[config.mk]
export PLATFORM = sky130hd
export DESIGN_NAME = shift_add_controller
export DESIGN_NICKNAME = d
export VERILOG_FILES = /design/src/rtl/shift_add_controller.sv
export SDC_FILE = /design/constraint.sdc
export NUM_CORES = 1
export LEC_CHECK = 0
export CAP_MARGIN = 20
export CORE_AREA = 2 2 39 41
export DETAILED_ROUTE_END_ITERATION = 6
export DIE_AREA = 0 0 41 43
export SLEW_MARGIN = 20
export SYNTH_ARGS = -nofsm -noshare
export SYNTH_HDL_FRONTEND = slang
export SYNTH_SLANG_ARGS = --single-unit
export TNS_END_PERCENT = 50
[constraint.sdc]
create_clock -name clk -period 4.4 [get_ports clk]
set_clock_uncertainty 0.1 [all_clocks]
set_input_delay 1.32 -clock clk [delete_from_list [all_inputs] [get_ports clk]]
set_output_delay 1.32 -clock clk [all_outputs]
set_load 0.1 [all_outputs]
[src/rtl/shift_add_controller.sv]
// ---------------------------------------------------------------------------
// shift_add_controller
//
// Sequencer for an N-bit shift-and-add multiplier. The datapath (B, Q, A
// registers, adder and carry flop C) lives outside this block; this block
// only issues register controls, one step at a time.
//
// Register control encoding (ctrl_b / ctrl_q / ctrl_a):
//   11 load, 10 shift-left, 01 shift-right, 00 hold
//
// State  | meaning
// -------+---------------------------------------------------------------
// IDLE   | waiting for start, all controls quiet
// LOAD   | load B and Q operands, clear A and C, reset iteration index
// EVAL   | if Q LSB is set, A <= A + B and capture the carry into C
// SHIFT  | shift {C, A, Q} right by one, clear C, advance iteration
// DONE   | one-cycle completion pulse, product available in {A, Q}
//
// Ports:
//   clk     clock, rising edge
//   rst     asynchronous active-high reset
//   start   begin one multiplication (accepted in IDLE only)
//   q0      current LSB of the Q register (used in EVAL only)
//   ctrl_b  B register control
//   ctrl_q  Q register control
//   ctrl_a  A register control
//   a_sel   A parallel-input select: 0 = zero, 1 = adder sum
//   c_load  capture adder carry-out into C
//   c_clr   clear C
//   busy    high whenever not in IDLE
//   done    one-cycle completion pulse
//   iter    current iteration index, 0 .. N-1
// ---------------------------------------------------------------------------
module shift_add_controller #(
    parameter int N = 8
) (
    input  logic                 clk,
    input  logic                 rst,
    input  logic                 start,
    input  logic                 q0,
    output logic [1:0]           ctrl_b,
    output logic [1:0]           ctrl_q,
    output logic [1:0]           ctrl_a,
    output logic                 a_sel,
    output logic                 c_load,
    output logic                 c_clr,
    output logic                 busy,
    output logic                 done,
    output logic [$clog2(N)-1:0] iter
);

    localparam int IW = $clog2(N);
    localparam logic [IW-1:0] ITER_LAST = IW'(N - 1);

    localparam logic [1:0] CTRL_HOLD = 2'b00;
    localparam logic [1:0] CTRL_SHR  = 2'b01;
    localparam logic [1:0] CTRL_LOAD = 2'b11;

    typedef enum logic [2:0] {
        S_IDLE,
        S_LOAD,
        S_EVAL,
        S_SHIFT,
        S_DONE
    } state_t;

    state_t        state_q, state_d;
    logic [IW-1:0] iter_q, iter_d;

    always_ff @(posedge clk or posedge rst) begin
        if (rst) begin
            state_q <= S_IDLE;
            iter_q  <= '0;
        end else begin
            state_q <= state_d;
            iter_q  <= iter_d;
        end
    end

    always_comb begin
        state_d = state_q;
        iter_d  = iter_q;
        case (state_q)
            S_IDLE: begin
                if (start) begin
                    state_d = S_LOAD;
                end
            end
            S_LOAD: begin
                iter_d  = '0;
                state_d = S_EVAL;
            end
            S_EVAL: begin
                state_d = S_SHIFT;
            end
            S_SHIFT: begin
                if (iter_q == ITER_LAST) begin
                    state_d = S_DONE;
                end else begin
                    iter_d  = iter_q + 1'b1;
                    state_d = S_EVAL;
                end
            end
            S_DONE: begin
                state_d = S_IDLE;
            end
            default: begin
                state_d = S_IDLE;
            end
        endcase
    end

    always_comb begin
        ctrl_b = CTRL_HOLD;
        ctrl_q = CTRL_HOLD;
        ctrl_a = CTRL_HOLD;
        a_sel  = 1'b0;
        c_load = 1'b0;
        c_clr  = 1'b0;
        done   = 1'b0;
        case (state_q)
            S_LOAD: begin
                ctrl_b = CTRL_LOAD;
                ctrl_q = CTRL_LOAD;
                ctrl_a = CTRL_LOAD;   // a_sel = 0 loads zero into A
                c_clr  = 1'b1;
            end
            S_EVAL: begin
                // q0 is the only input that reaches the outputs, and only here
                if (q0) begin
                    ctrl_a = CTRL_LOAD;
                    a_sel  = 1'b1;
                    c_load = 1'b1;
                end
            end
            S_SHIFT: begin
                // C enters A MSB and A LSB enters Q MSB through datapath wiring;
                // C is cleared on the same edge it is consumed.
                ctrl_a = CTRL_SHR;
                ctrl_q = CTRL_SHR;
                c_clr  = 1'b1;
            end
            S_DONE: begin
                done = 1'b1;
            end
            default: begin
            end
        endcase
    end

    assign busy = (state_q != S_IDLE);
    assign iter = iter_q;

endmodule

; ---- Word-level counts from Yosys, hierarchy flattened
; Index checks and enable logic that the tools add are counted.
[word_totals]
out_inout_bits = 14
register_bits = 6
[op_classes]
reduce_logical = 5
muxes = 13
addsub = 1
n_eq_ne = 7
[op_table]
columns = operator, n
row1 = one-hot mux 3 bit (4 select lines), 1
row2 = two-way mux 3 bit, 3
row3 = "equality test 3 x 2 -> 1 bit, second input constant", 2
row4 = "equality test 3 bit, second input constant", 2
row5 = one-hot mux 2 bit (3 select lines), 1
row6 = one-hot mux 3 bit (2 select lines), 1
row7 = two-way mux 1 bit, 4
row8 = two-way mux 2 bit, 2
row9 = "!= test 2 bit, second input constant", 2
row10 = one-hot mux 2 bit (2 select lines), 1
row11 = "adder 3 x 1 -> 3 bit, second input constant", 1
row12 = "equality test 3 x 1 -> 1 bit, second input constant", 1
row13 = logical NOT 3 bit, 1
row14 = nonzero test 3 bit, 1
row15 = AND reduction 2 bit, 1
row16 = nonzero test 2 bit, 1
row17 = OR reduction 2 bit, 1

; ---- Logic depth before layout (Yosys ltp)
; Gate-level depths: netlist of the first run.
[logic_depth]
word_depth = 3
ltp_mapped = 5
depth_no_buf = 5

; ---- Worst setup path before layout of the first run
; OpenSTA, ideal clock, no wires.
[synth_path]
kind = input to output
startpoint = in q0
endpoint = out c_load
n_path_buf = 1
stages = 3
setup_slack_ps = -1037
arrival_time_ps = 4017
path_cell_list = nand2_1 -> nor3_1 -> buf_4
[synth_via]
elab_chain_len = 2
[synth_rtl]
columns = item, line
row1 = "start, declared", 40  ; input logic q0,
row2 = two-way mux 1 bit (2 in series), n/a
row3 = "end, declared", 45  ; output logic c_load,
; No other way between the ends.

; ---- Worst setup path in the final report of the first run
[layout_path]
startpoint = in q0
endpoint = out ctrl_a[1]
[layout_via]
elab_chain_len = 2
[layout_rtl]
columns = item, line
row1 = two-way mux 2 bit, 130  ; if (q0) begin
row2 = one-hot mux 2 bit (3 select lines), 121  ; case (state_q)
row3 = "end, declared", 43  ; output logic [1:0] ctrl_a,
; No other way between the ends.

==> results of run 1 <==
[worst paths after layout]
check	endpoint	slack [ns]	cells after the start
max reg2reg	iter[0]$_DFFE_PP0P_	2.92	5
min in group asynchronous	iter[0]$_DFFE_PP0P_	1.20	2
min reg2reg	iter[1]$_DFFE_PP0P_	0.44	1
min	iter[1]$_DFFE_PP0P_	0.44	1
max in group asynchronous	state_q[1]$_DFFE_PP0P_	2.81	2
max	ctrl_a[1]	0.42	5
[sequential cells by signal, indices dropped and copies added (netlist names)]
signal and count:
iter 3, state_q 3
[per-layer routing]
metal / vias to the layer above / share of wire, % / track usage (%)
met2: 15 / 47 / 13.8
met1: 133 / 42 / 10.6
met5: - / 0 / 0
met4: 0 / 0 / 8.00
met3: 0 / 10 / 3.66
li1: 156 / - / -
[critical path, cell delays in order]
cell and delay, ns:
clkdlybuf4s50_1 0.48, nand2_1 0.10, mux2_2 0.28, nor2_1 0.18, buf_12 0.20
[placed cells by master, fill, tap and decap left out]
master / n
nand2b_4: 1
a21oi_1: 1
or3_2: 1
nor3b_1: 1
a22o_1: 2
inv_1: 1
clkbuf_4: 3
buf_12: 4
nor3_1: 1
nand2_1: 3
a31oi_1: 1
inv_2: 1
nor3b_2: 1
mux2_2: 2
nor3_4: 1
clkdlybuf4s50_1: 7
ha_1: 2
o21bai_1: 1
nor2_1: 6
dfrtp_1: 6
buf_4: 6
[per-stage QoR]
stage               hold WS (ns)  std cells  setup WS [ns]  instance area (um2)
detailed placement         0.427         65          0.409                  553
global route               0.452         68          0.356                  576
CTS                        0.447         68          0.403                  576
floorplan                  0.400         37         0.0626                  375
global placement           0.427         65          0.421                  553
finish                     0.437         68          0.417                  576
[area by class of cell]
cell class	count	area [um2]
fill	130	808
timing repair buffer	17	195
multi-input combinational	24	180
sequential	6	150
clock buffer	3	22.5
tap	16	20.0
inverter	2	7.51
[cells by family after synthesis]
kind of cell	after synthesis	synth area share (%)
simple gates	15	23.4
mux	2	6.19
buf+inv	7	12.4
flops	6	41.2
fa+ha+maj	2	6.87
compound gates	5	9.97
==> impl_metrics.env, run 1 <==
export IMPL_cts_resized=0
export IMPL_cts_htree_levels=1
export IMPL_clk_pin_slew_ns=0.05
export IMPL_dp_hpwl_um=530
export IMPL_clock_sinks=6
export IMPL_vias_per_cell=4.47
export IMPL_async_reset_ff_share_pct=100
export IMPL_max_freq_mhz=251
export IMPL_yosys_warnings=0
export IMPL_ys_seq_area_share_pct=41.2
export IMPL_ant_nets=0
export IMPL_io_pins=18
export IMPL_routed_wl_um=685
export IMPL_gp_congestion=0.681
export IMPL_rows=14
export IMPL_synth_cells=37
export IMPL_critPathLaunchType="input pin"
export IMPL_core_area_um2=1380
export IMPL_drive_above_1_share_pct=38.5
export IMPL_reg2reg_from="iter[0]$_DFFE_PP0P_"
export IMPL_grt_overflow_total=0
export IMPL_path_class="in2out"
export IMPL_wl_per_cell_um=10.1
export IMPL_grt_usage_pct=9.63
export IMPL_grt_max_degree=13
export IMPL_min_period_ns=3.98
export IMPL_final_hold_violation_count=0
export IMPL_synth_edf_count=0
export IMPL_maxSlewHeadroom_pct=35.3
export IMPL_synth_ff_type="dfrtp_1"
export IMPL_synth_top_area_cell="dfrtp_1"
export IMPL_final_core_utilization_pct=41.6
export IMPL_cts_root_buffer="clkbuf_4"
export IMPL_drtIter0Drc=6
export IMPL_grt_antenna_before_repair=0
export IMPL_holdBufCountCts=0
export IMPL_totalNegativeSetupSlack_ns=0
export IMPL_crit_path_end_kind="output port"
export IMPL_min_delay_start="iter[1]$_DFFE_PP0P_"
export IMPL_fin_crit_sh_pct=90.5
export IMPL_synth_area_um2=364
export IMPL_drv_slew=0
export IMPL_start_util_pct=26.3
export IMPL_worstMarginPinSlew_ns=0.967
export IMPL_clk_latency_ns=0.24
export IMPL_via_count=304
export IMPL_fin_nets=60
export IMPL_crit_start="q0"
export IMPL_syn_num_nets=43
export IMPL_clock_path_buffers=2
export IMPL_synth_top_area_share_pct=41.2
export IMPL_rsz0062_at_grt="false"
export IMPL_outcome="finished, final reports clean"
export IMPL_die_area_um2=1760
export IMPL_cts_tree="done"
export IMPL_hold_class="reg2reg"
export IMPL_cts_setup_buffers=0
export IMPL_drc=0
export IMPL_synth_area_per_cell_um2=9.84
export IMPL_finalSetupViolations=0
export IMPL_cp_max_fo=2
export IMPL_area_delta_synth_final_pct=58.1
export IMPL_max_cap_violations=0
export IMPL_synth_distinct_cells=17
export IMPL_die_y_um=43
export IMPL_portBuffers=17
export IMPL_ys_ff_latch=6
export IMPL_cp_arrival_ns=2.56
export IMPL_cts_inserted_buffers=3
export IMPL_synthTopCellsByArea="dfrtp_1, buf_4, ha_1"
export IMPL_firstDrtPassIters=2
export IMPL_grt_pass1_vias=265
export IMPL_worst_ep_required_time_ns=2.98
export IMPL_antennaDiodeCount=0
export IMPL_die_width_um=41
export IMPL_grt_pass1_wl_mm=1.10
export IMPL_yosys_top_cells_count="dfrtp_1, nor2_1, buf_4"
Power of run 1 is not shown: default switching activity piles up to over one toggle a cycle in this logic, so the estimate is an artifact.
==> run 2, diff against run 1 <==
--- a/config.mk
+++ b/config.mk
@@ -9,7 +9,7 @@
 export CORE_AREA = 2 2 39 41
 export DETAILED_ROUTE_END_ITERATION = 6
 export DIE_AREA = 0 0 41 43
-export SLEW_MARGIN = 20
+export SLEW_MARGIN = 5
 export SYNTH_ARGS = -nofsm -noshare
 export SYNTH_HDL_FRONTEND = slang
 export SYNTH_SLANG_ARGS = --single-unit
==> results of run 2 <==
No change in the layout: final DEF, timing and power equal those of run 1.
Power of run 2 is left out for the same reason.
==> run 3, diff against run 2 <==
==> constraint.sdc (replaced) <==
create_clock -name clk -period 3.3 [get_ports clk]
set_clock_uncertainty 0.1 [all_clocks]
set_input_delay 0.99 -clock clk [delete_from_list [all_inputs] [get_ports clk]]
set_output_delay 0.99 -clock clk [all_outputs]
set_load 0.1 [all_outputs]
==> run 3 against run 2 <==
Against the previous run:
- cell count increased by 1.5%
- first-iteration DRC count shrank 67%
- clock-buffer cell count stayed put
- sequential cell count unchanged
==> impl_metrics.env, run 3 (synthesized netlist as in run 1, its figures left out) <==
export IMPL_hold_end="iter[2]$_DFFE_PP0P_"
export IMPL_path_cells="clkdlybuf4s50_1, nand2_1, mux2_2, nor2_2, buf_12"
export IMPL_drc=0
export IMPL_die_y_um=43
export IMPL_critical_path_buf_inv_count=2
export IMPL_crit_path_max_incr_delay_ns=0.48
export IMPL_holdWs_ns=0.438
export IMPL_clock_path_buffers=2
export IMPL_cts_htree_levels=1
export IMPL_cts_tree="done"
export IMPL_cp_arrival_ns=2.14
export IMPL_final_cell_mix="buf_4, dfrtp_1, nor2_1"
export IMPL_finalSetupViolations=0
export IMPL_cts_root_buffer="clkbuf_4"
export IMPL_crit_family="buffers and inverters"
export IMPL_dp_cells=66
export IMPL_vias_per_cell=4.38
export IMPL_cts_setup_buffers=0
export IMPL_rrSetupSlack_ns=1.82
export IMPL_core_area_um2=1380
export IMPL_min_delay_start="iter[2]$_DFFE_PP0P_"
export IMPL_max_freq_mhz=310
export IMPL_firstDrtPassIters=3
export IMPL_final_area_um2=581
export IMPL_antennaDiodeCount=0
export IMPL_cp_slowest_cell="clkdlybuf4s50_1"
export IMPL_holdPathStages=1
export IMPL_worst_ep_required_time_ns=2.21
export IMPL_grt_pass1_wl_mm=1.09
export IMPL_reg2reg_from="iter[0]$_DFFE_PP0P_"
export IMPL_grt_pass1_vias=291
export IMPL_critPathLaunchType="input pin"
export IMPL_outcome="finished, final reports clean"
export IMPL_drv_slew=0
export IMPL_worst_r2r_endpoint="iter[0]$_DFFE_PP0P_"
export IMPL_worstMarginPinSlew_ns=0.387
export IMPL_final_hold_violation_count=0
export IMPL_hold_class="reg2reg"
export IMPL_die_width_um=41
export IMPL_cts_resized=0
export IMPL_clock_sinks=6
export IMPL_die_area_um2=1760
export IMPL_area_delta_synth_final_pct=59.5
export IMPL_dp_hpwl_um=550
export IMPL_placed_cell_area_um2=556
export IMPL_maxSlewHeadroom_pct=74.2
export IMPL_wl_per_cell_um=10.2
export IMPL_clk_latency_ns=0.25
export IMPL_via_count=302
export IMPL_holdBufCountCts=0
export IMPL_final_common_cell="buf_4"
export IMPL_grt_antenna_before_repair=0
export IMPL_start_util_pct=26.3
export IMPL_grt_overflow_total=0
export IMPL_portBuffers=17
export IMPL_cts_inserted_buffers=3
export IMPL_final_cells=69
export IMPL_rows=14
export IMPL_io_pins=18
export IMPL_clk_pin_slew_ns=0.05
export IMPL_grt_max_degree=13
export IMPL_gp_congestion=0.651
export IMPL_drive_above_1_share_pct=50.9
export IMPL_cp_max_fo=2
export IMPL_min_period_ns=3.23
export IMPL_r2r_cells=5
export IMPL_ant_nets=0
export IMPL_grt_usage_pct=9.30
export IMPL_routed_wl_um=707
export IMPL_rsz0062_at_grt="false"
export IMPL_crit_path_end_kind="output port"
export IMPL_drtIter0Drc=2
export IMPL_path_class="in2out"
export IMPL_max_cap_violations=0
export IMPL_fin_crit_sh_pct=97.8
export IMPL_worstSetupPathDepth=5
export IMPL_fin_nets=61
## run 3: cell count changes in the layout (fill, tap and decap cells not counted), sizes merged
| cell | change |
|---|---|
| buf | +5 |
| clkdlybuf4s50 | -4 |
## run 3: worst max path at each step
stage                end  slack, ns  startpoint
5_1_grt        ctrl_a[1]       0.05          q0
3_5_place_dp   ctrl_a[1]       0.03          q0
6_report       ctrl_a[1]       0.07          q0
4_1_cts        ctrl_a[1]       0.02          q0
3_3_place_gp   ctrl_a[1]       0.03          q0
2_1_floorplan  ctrl_a[1]      -0.38          q0
## run 3: final cells by class
type	count	area [um2]
sequential	6	150
inverter	2	7.51
tap	16	20.0
clock buffer	3	22.5
timing repair buffer	18	193
fill	148	803
multi-input combinational	24	188
## run 3: per-stage QoR
stage                     utilization, %  setup TNS, ns  worst slack, ns
final                               42.0              0           0.0739
after global routing                42.0              0           0.0465
after CTS                           41.8              0           0.0205
after detailed placement            40.1              0           0.0262
after global placement              40.1              0           0.0290
after floorplan                        -         -0.709           -0.378
## run 3: per-layer routing
layer | share of wire, % | track usage [%] | routed length [um] | vias to the layer above
li1 | - | - | - | 154
met1 | 43 | 9.54 | 304 | 132
met2 | 45 | 14.7 | 315 | 16
met3 | 12 | 3.66 | 88 | 0
met4 | 0 | 6.00 | 0 | 0
met5 | 0 | 0 | 0 | -
Power of run 3 is left out for the same reason.
